### src/rtl/wdata_pkg.sv
// Shared types and constants for the write-data serializer and its issue-delay queue.
package wdata_pkg;

  localparam int DEF_DATA_WIDTH = 1024;
  localparam int DEF_BEAT_WIDTH = 128;
  localparam int DEF_PEND_DEPTH = 4;
  localparam int WL_W           = 5;
  localparam int BURST_LEN      = DEF_DATA_WIDTH / DEF_BEAT_WIDTH;
  localparam int BEAT_CNT_W     = $clog2(BURST_LEN);

  typedef enum logic {
    IDLE  = 1'b0,
    BURST = 1'b1
  } ser_state_t;

  typedef struct packed {
    logic            valid;
    logic [WL_W-1:0] cnt;
  } pend_entry_t;

  // Counter load value: WL is clamped to 2, and the entry expires two cycles early
  // relative to the raw latency so the pop lands one cycle before the first beat.
  function automatic logic [WL_W-1:0] wl_to_cnt(input logic [WL_W-1:0] wl);
    return (wl < WL_W'(2)) ? '0 : wl - WL_W'(2);
  endfunction

endpackage

### src/rtl/wr_issue_delay_queue.sv
// In-order countdown queue of pending write issues; head expires when its counter is 0.
// Latency: push visible next cycle; head_exp combinational from registered state.
// Backpressure: push is dropped when full unless a pop happens in the same cycle.
module wr_issue_delay_queue
  import wdata_pkg::*;
#(
  parameter int DEPTH = DEF_PEND_DEPTH
) (
  input  logic            i_clk,
  input  logic            i_rst_n,
  input  logic            push,
  input  logic [WL_W-1:0] push_cnt,
  input  logic            pop,
  output logic            head_exp,
  output logic            exp_next,
  output logic            full,
  output logic            not_empty
);

  pend_entry_t ent_q [DEPTH];
  pend_entry_t ent_d [DEPTH];
  logic        placed;

  assign head_exp  = ent_q[0].valid && (ent_q[0].cnt == '0);
  assign full      = ent_q[DEPTH-1].valid;
  assign not_empty = ent_q[0].valid;
  assign exp_next  = ent_d[0].valid && (ent_d[0].cnt == '0);

  always_comb begin
    placed = 1'b0;
    for (int i = 0; i < DEPTH; i++) ent_d[i] = ent_q[i];
    if (pop) begin
      for (int i = 0; i < DEPTH - 1; i++) ent_d[i] = ent_q[i+1];
      ent_d[DEPTH-1] = '0;
    end
    // Entries that reach 0 behind the head hold there, preserving issue order.
    for (int i = 0; i < DEPTH; i++) begin
      if (ent_d[i].valid && ent_d[i].cnt != '0) ent_d[i].cnt = ent_d[i].cnt - WL_W'(1);
    end
    if (push && (!full || pop)) begin
      for (int i = 0; i < DEPTH; i++) begin
        if (!placed && !ent_d[i].valid) begin
          ent_d[i].valid = 1'b1;
          ent_d[i].cnt   = push_cnt;
          placed         = 1'b1;
        end
      end
    end
  end

  always_ff @(posedge i_clk or negedge i_rst_n) begin
    if (!i_rst_n) begin
      for (int i = 0; i < DEPTH; i++) ent_q[i] <= '0;
    end else begin
      for (int i = 0; i < DEPTH; i++) ent_q[i] <= ent_d[i];
    end
  end

endmodule

### src/rtl/write_data_serializer.sv
// Pops one FIFO entry per expired write issue and streams it as BURST_LEN DQ beats, LSB first.
// Latency: pop in expiry cycle L, preamble strobe at L, beats at L+1..L+BURST_LEN.
// Backpressure: none; empty FIFO, full queue and mid-burst expiry raise sticky flags.
module write_data_serializer
  import wdata_pkg::*;
#(
  parameter int DATA_WIDTH = DEF_DATA_WIDTH,
  parameter int BEAT_WIDTH = DEF_BEAT_WIDTH,
  parameter int WL_WIDTH   = WL_W,
  parameter int PEND_DEPTH = DEF_PEND_DEPTH
) (
  input  logic                  i_clk,
  input  logic                  i_rst_n,
  input  logic                  i_wr_issue,
  input  logic [WL_WIDTH-1:0]   i_wl,
  input  logic                  i_clr_err,
  input  logic [DATA_WIDTH-1:0] i_fifo_data,
  input  logic                  i_fifo_empty,
  output logic                  o_fifo_rd_en,
  output logic [BEAT_WIDTH-1:0] o_dq,
  output logic                  o_dq_valid,
  output logic                  o_dqs_en,
  output logic                  o_busy,
  output logic                  o_underflow,
  output logic                  o_issue_overflow,
  output logic                  o_collision
);

  localparam int BL  = DATA_WIDTH / BEAT_WIDTH;
  localparam int BCW = (BL > 1) ? $clog2(BL) : 1;

  ser_state_t            state_q, state_d;
  logic [BCW-1:0]        beat_q, beat_d;
  logic [DATA_WIDTH-1:0] shift_q, shift_d;
  logic                  valid_q, valid_d;
  logic                  dqs_q, dqs_d;
  logic                  head_exp, exp_next, q_full, q_nempty;
  logic                  last_beat, collision_evt, start;

  wr_issue_delay_queue #(.DEPTH(PEND_DEPTH)) u_queue (
    .i_clk     (i_clk),
    .i_rst_n   (i_rst_n),
    .push      (i_wr_issue),
    .push_cnt  (wl_to_cnt(WL_W'(i_wl))),
    .pop       (head_exp),
    .head_exp  (head_exp),
    .exp_next  (exp_next),
    .full      (q_full),
    .not_empty (q_nempty)
  );

  assign last_beat     = (state_q == BURST) && (beat_q == BCW'(BL - 1));
  assign collision_evt = head_exp && (state_q == BURST) && !last_beat;
  assign start         = head_exp && !collision_evt;
  assign o_fifo_rd_en  = start && !i_fifo_empty;
  assign o_busy        = q_nempty || (state_q == BURST);
  assign o_dq          = shift_q[BEAT_WIDTH-1:0];
  assign o_dq_valid    = valid_q;
  assign o_dqs_en      = dqs_q;

  always_comb begin
    state_d = state_q;
    beat_d  = beat_q;
    shift_d = shift_q;
    case (state_q)
      IDLE: begin
        if (start) begin
          state_d = BURST;
          beat_d  = '0;
          shift_d = i_fifo_empty ? '0 : i_fifo_data;
        end
      end
      BURST: begin
        if (last_beat) begin
          beat_d = '0;
          if (start) begin
            shift_d = i_fifo_empty ? '0 : i_fifo_data;
          end else begin
            state_d = IDLE;
            shift_d = shift_q >> BEAT_WIDTH;
          end
        end else begin
          beat_d  = beat_q + BCW'(1);
          shift_d = shift_q >> BEAT_WIDTH;
        end
      end
      default: state_d = IDLE;
    endcase
    valid_d = start || ((state_q == BURST) && !last_beat);
    // Strobe is raised one cycle ahead of the first beat to form the preamble.
    dqs_d   = valid_d || exp_next;
  end

  always_ff @(posedge i_clk or negedge i_rst_n) begin
    if (!i_rst_n) begin
      state_q <= IDLE;
      beat_q  <= '0;
      shift_q <= '0;
      valid_q <= 1'b0;
      dqs_q   <= 1'b0;
    end else begin
      state_q <= state_d;
      beat_q  <= beat_d;
      shift_q <= shift_d;
      valid_q <= valid_d;
      dqs_q   <= dqs_d;
    end
  end

  always_ff @(posedge i_clk or negedge i_rst_n) begin
    if (!i_rst_n) begin
      o_underflow      <= 1'b0;
      o_issue_overflow <= 1'b0;
      o_collision      <= 1'b0;
    end else begin
      if (start && i_fifo_empty)      o_underflow <= 1'b1;
      else if (i_clr_err)             o_underflow <= 1'b0;
      if (i_wr_issue && q_full && !head_exp) o_issue_overflow <= 1'b1;
      else if (i_clr_err)             o_issue_overflow <= 1'b0;
      if (collision_evt)              o_collision <= 1'b1;
      else if (i_clr_err)             o_collision <= 1'b0;
    end
  end

endmodule
### config.mk
export PLATFORM = sky130hd
export DESIGN_NAME = write_data_serializer
export DESIGN_NICKNAME = d
export VERILOG_FILES = /design/src/rtl/wdata_pkg.sv /design/src/rtl/wr_issue_delay_queue.sv /design/src/rtl/write_data_serializer.sv
export SDC_FILE = /design/constraint.sdc
export NUM_CORES = 2
export LEC_CHECK = 0
export ABC_AREA = 1
export CAP_MARGIN = 20
export CELL_PAD_IN_SITES_DETAIL_PLACEMENT = 0
export CELL_PAD_IN_SITES_GLOBAL_PLACEMENT = 1
export CORE_AREA = 2 2 450 452
export CTS_CLUSTER_DIAMETER = 80
export DETAILED_ROUTE_END_ITERATION = 8
export DIE_AREA = 0 0 452 454
export GPL_TIMING_DRIVEN = 0
export PLACE_DENSITY = 0.56
export SKIP_CTS_REPAIR_TIMING = 1
export SLEW_MARGIN = 25
export SYNTH_ARGS = -nofsm -noshare
export SYNTH_HDL_FRONTEND = slang
export SYNTH_SLANG_ARGS = --single-unit
### constraint.sdc
create_clock -name i_clk -period 2.19 [get_ports i_clk]
set_clock_uncertainty 0.05 [all_clocks]
set_input_delay 0.657 -clock i_clk [delete_from_list [all_inputs] [get_ports i_clk]]
set_output_delay 0.657 -clock i_clk [all_outputs]
set_load 0.05 [all_outputs]
---- Yosys cells after proc, flatten, opt, wreduce, memory -nomap -nowiden ----
Index checks and enable logic that the tools add are counted.
storage, ports and cells
  logic and storage cells ................. 101
  output and inout port bits .............. 135
  bits of input ports ..................... 1,034
  bits in registers ....................... 1,057
cells by class
  add/sub/neg operators ................... 6
  eq/ne operators ......................... 2
  reductions and logical operators ........ 43
  $lt $le $gt $ge ......................... 1
  bitwise logic cells ..................... 1
  muxes and demuxes ....................... 32
operators by type and width
  cell                 number
  $mux 1024            4
  $pmux 1024 s2        1
  $mux 24              2
  $mux 5               6
  $reduce_bool 5->1    4
  $sub 5x1->5 const B  4
  $logic_and 1x1->1    19
  $mux 6               3
  $mux 1               12
  $logic_not 1->1      11
  $logic_not 5->1      2
  $mux 3               2
  $pmux 3 s2           1
  $reduce_bool 2->1    3
  $lt 5x2->1 const B   1
  $sub 5x2->5 const B  1
  $logic_or 1x1->1     4
  $add 3x1->3 const B  1
  $eq 3x3->1 const B   1
  $ne 2x2->1 const B   1
  $pmux 1 s2           1
  $not 1->1            1

---- Depth between registers and ports, before layout ----
  depth after elaboration ................. 20
  mapped depth ............................ 16
  depth with buffers taken out ............ 16

---- By module ----
From an unflattened synthesis, not the netlist that was laid out.
second synthesis, totals
  cell total of the unflattened synthesis .. 6,643
  area total of the unflattened synthesis .. 51,326.7 µm²
modules (own cells, without submodules)
  module                 area each (µm²)  times used  cells an instance  seq. area each (µm²)
  write_data_serializer  49,551.3         1           6,396              25,849.8
  wr_issue_delay_queue   1,775.5          1           247                600.6

---- Worst setup path after synthesis ----
OpenSTA, ideal clock, no wires.
  path kind ............................... register to output
  start point ............................. reg u_queue.ent_q[18] (netlist name)
  end point ............................... out o_fifo_rd_en
  required time ........................... 1.483 ns
  arrival ................................. 1.519 ns
  stages on the path, launching flop included .. 8
  path buffers ............................ 2
  slack ................................... -0.036 ns
  cells stage by stage .................... dfrtp_1 -> nor2_4 -> nand4_4 -> nor2_2 -> inv_2 -> nor2_1 -> buf_2 -> buf_2
between the ends
  cells in the longest elaborated chain, start to end .. 7
RTL lines
  what                            line                         text
  $logic_not 5->1 (*)             wr_issue_delay_queue.sv:24   assign head_exp = ent_q[0].valid && (ent_q[0].cnt == '0);
  $logic_and 1x1->1 (*)           wr_issue_delay_queue.sv:24
  $logic_and 1x1->1 (2 in a row)  write_data_serializer.sv:53  assign collision_evt = head_exp && (state_q == BURST) && !last_beat;
  $logic_not 1->1                 write_data_serializer.sv:54  assign start = head_exp && !collision_evt;
  $logic_and 1x1->1 (*)           write_data_serializer.sv:54
  $logic_and 1x1->1 (*)           write_data_serializer.sv:55  assign o_fifo_rd_en = start && !i_fifo_empty;
  to (decl)                       write_data_serializer.sv:19  output logic o_fifo_rd_en,
Mark *: on every way between the ends. The rest lies on a longest branch, timed or not.

---- Worst setup path in the final report ----
  start point ............................. reg u_queue.ent_q[22] (netlist name)
  end point ............................... out o_fifo_rd_en
between the ends
  cells in the longest elaborated chain, start to end .. 7
RTL lines
  what                            line
  $logic_not 5->1 (*)             wr_issue_delay_queue.sv:24
  $logic_and 1x1->1 (*)           wr_issue_delay_queue.sv:24
  $logic_and 1x1->1 (2 in a row)  write_data_serializer.sv:53
  $logic_not 1->1                 write_data_serializer.sv:54
  $logic_and 1x1->1 (*)           write_data_serializer.sv:54
  $logic_and 1x1->1 (*)           write_data_serializer.sv:55
Marked as above.

==> flow_summary.rst <==
.. list-table::
   :header-rows: 1

   * - Metric
     - Value
   * - Fraction of layout instances using a drive strength above 1
     - 0.121
   * - CTS Sinks
     - 1057
   * - WHS Path Cells
     - 3
   * - Critical Path Start Type
     - flip-flop
   * - Cell count after placement
     - roughly 9800
   * - Total clock buffers created by CTS
     - about 140
   * - CTS H-tree depth
     - 4
   * - Setup repair after global routing missed its margin
     - yes
   * - Clock Path Buffers
     - 3
   * - First-pass GRT wire length
     - between 400000 and 500000 um
   * - Min Tclk post-route
     - 3.12 ns
   * - Number of maximum-capacitance violations
     - 0
   * - Number of top-level pins
     - ~1200
   * - Dominant synthesized flop cell
     - dfrtp_1
   * - Total overflow reported by the global router
     - 0
   * - Crit Path Category
     - flip-flop to output pin
   * - Netlist cell types
     - 37
   * - Pin count of the biggest net entering global routing
     - 130
   * - Warnings from Yosys
     - 0
   * - Starting density of the core
     - 0.251
   * - Port buffer count
     - approximately 1200
   * - Crit path DAT
     - 2.41 ns
   * - Via count of the first global-routing pass
     - just over 50000
   * - Area grow syn2layout
     - 44.7%
   * - Final Max Tran Viols
     - 0
   * - Final GP Congestion
     - 0.931
   * - Cell area after placement
     - about 0.066 mm^2
   * - Total wire length
     - between 200000 and 300000 um
   * - Final clock period utilization by the worst path
     - 1.42
   * - Ys async rst share
     - 1.00
   * - Type of destination of the critical path
     - output pin
   * - Post-Layout Cell Count
     - a little over 10000
   * - Area of combinational cells with multiple inputs
     - between 0.015 and 0.02 mm^2
   * - Number of synthesized flops with an enable pin
     - 0
   * - Post-synthesis average cell area
     - around 8.5 um^2
   * - Register cell area after layout
     - roughly 0.026 mm^2
   * - Root cell of the clock tree
     - clkbuf_16
   * - Detailed router's first-iteration violation count
     - around 4000
   * - Final Hold Viols
     - 0
   * - Largest fanout on the critical path
     - 7
   * - Final setup margin
     - -0.930 ns
   * - Synthesized netlist net count
     - roughly 7000
   * - Required time worst endpoint
     - 1.48 ns
   * - Startpoint of the tightest hold check path
     - i_fifo_data[413]
   * - DP HPWL
     - around 240000 um
   * - Filler Cells Inserted
     - between 20000 and 25000
   * - Commonest non-fill, non-tap cell in the layout
     - nand3_1
   * - Die X-Extent
     - about 450 um
   * - Vertical extent of the die
     - approximately 450 um
   * - Final #Nets
     - around 8300
   * - Worst min path class
     - input port to flip-flop
   * - Std cell rows
     - ~170
   * - TritonCTS clock tree
     - yes
   * - Finish-stage setup viols
     - roughly 1500
   * - Summed area of non-filler cells in the final layout
     - approximately 0.073 mm^2
   * - Outcome
     - finished with violations
   * - Clk_lat worst skew
     - between 0.8 and 0.9 ns
   * - Flip-flop and latch count after synthesis
     - around 1100
   * - Post-Syn Instances
     - just under 6000
   * - Standard cell core area
     - 0.201 mm^2
   * - Drt first pass iters
     - 7
   * - Number of antenna violations at the first check in global routing
     - approximately 190
   * - Number of DRC violations after detailed routing
     - 0
   * - Die Outline Area
     - a little over 0.2 mm^2
   * - Critical R2R Launch
     - u_queue.ent_q[22]
   * - Leakage
     - roughly 30 nW
   * - Area of the mapped netlist
     - 0.0504 mm^2
   * - Max VDD drop
     - roughly 0.65 mV
   * - Headroom to the max-slew limit
     - 0.377
   * - Reg-to-reg critical path endpoint
     - o_dqs_en
   * - Top library cells by usage in the layout, fill and taps aside
     - 1513 x nand3_1, 1117 x clkdlybuf4s50_1, 1057 x dfrtp_1
   * - Wire length per cell
     - around 29 um
   * - Violations in the final reports
     - negative setup slack
   * - CTS clk-pin slew, worst paths
     - approximately 0.06 ns
   * - Vias
     - 50800
   * - Reg2Reg Depth
     - 16
   * - Actual slew at the worst max-slew pin
     - just over 0.9 ns
   * - Power density normalized to cell area
     - roughly 1600 mW/mm^2
   * - Highest attainable clock frequency
     - 0.320 GHz
   * - Global routing usage summed across all routing layers
     - 0.278
   * - Hold EP
     - shift_q[413]
   * - Register-to-register setup slack
     - -0.64 ns
   * - Sequential share of the synthesized area
     - 0.525
   * - Antenna viol nets, final
     - 0
   * - Average via count per standard cell
     - approximately 5
final cells by class:
class,instances,share of cell area
antenna,115,0.00395
buffer,718,0.0621
clock buffer,215,0.0586
clock inverter,39,0.00679
inverter,195,0.0102
multi-input combinational,3943,0.273
sequential,1057,0.363
tap,2672,0.0458
timing repair buffer,1239,0.177
per-layer routing:
| metal | global-route usage | vias to the layer above | share of wire |
|---|---|---|---|
| met5 | 0 | - | 0.0014 |
| met1 | 0.335 | 24800 | 0.40 |
| met2 | 0.471 | 1671 | 0.49 |
| met4 | 0.156 | 64 | 0.053 |
| met3 | 0.0461 | 556 | 0.046 |
| li1 | - | 23700 | - |
worst max-delay path, stage by stage, from the launching register on:
cell      delay (ns)
dfrtp_1         0.40
nor2_4          0.16
nand4_4         0.19
nor2_4          0.15
clkinv_4        0.09
nor2_4          0.20
buf_12          0.14
buf_12          0.13
buf_12          0.14
report_power, final:
group	switching, mW	leakage [nW]	total (mW)	internal (mW)
Combinational	37.7	14.9	60.0	22.3
Sequential	6.59	12.9	35.6	29.0
Clock	9.72	2.33	24.0	14.3
Total	54.0	30.1	120	65.7
Yosys cell counts, types with 6 or more instances:
library cell	number	share of area
o21ai_1	14	0.0014
nor2_1	918	0.068
nor2_2	6	0.00074
ha_1	7	0.0017
buf_4	137	0.020
inv_1	185	0.014
clkbuf_1	295	0.022
nand3_1	1533	0.15
a31oi_1	798	0.099
o211ai_1	51	0.0076
nand2_1	328	0.024
o21ai_0	200	0.020
buf_2	276	0.027
nand2_2	6	0.00074
o221ai_1	10	0.0017
buf_1	11	0.00082
dfrtp_1	1057	0.52
a22o_1	37	0.0064
inv_2	10	0.00074
flip-flops by register name, summed over array words and instances, names as in the netlist:
register,cells
beat_q,3
o_collision,1
o_dq_valid,1
o_dqs_en,1
o_issue_overflow,1
o_underflow,1
shift_q,1024
state_q,1
u_queue.ent_q,22
u_queue.full,1
u_queue.not_empty,1
cells by family (layout without fill, tap and decap cells):
group / Yosys count / count (layout) / synth area share
other cells: 0 / 115 / 0
fa+ha+maj: 7 / 7 / 0.00174
compound gates: 1127 / 1127 / 0.138
buf+inv: 915 / 2406 / 0.0853
simple gates: 2803 / 2803 / 0.249
xor+xnor: 6 / 6 / 0.00104
flops: 1057 / 1057 / 0.525
worst max path at each step:
stage,start,endpoint,slack [ns],cells past startpoint
CTS,u_queue.ent_q[18],o_fifo_rd_en,-2.54,8
finish,u_queue.ent_q[22],o_fifo_rd_en,-0.93,8
global route,u_queue.ent_q[18],o_fifo_rd_en,-1.00,8
detailed placement,i_fifo_empty,o_fifo_rd_en,-1.70,5
floorplan,beat_q[0],o_fifo_rd_en,0.03,8
global placement,i_rst_n,shift_q[101],-51.50,1
through the flow:
stage / utilization / setup slack (ns) / hold slack (ns) / total power [mW] / TNS, ns
6_report: 0.363 / -0.930 / 0.363 / 120 / -428.57
2_1_floorplan: - / 0.0260 / 0.311 / 68.4 / 0
3_5_place_dp: 0.328 / -1.70 / 0.433 / 91.8 / -1057.20
5_1_grt: 0.363 / -1.00 / 0.343 / 127 / -663.49
3_3_place_gp: 0.326 / -51.50 / 0.430 / 91.1 / -
4_1_cts: 0.351 / -2.54 / -0.353 / 116 / -1024.88
Note: power is estimated with default switching activity, not from simulation.
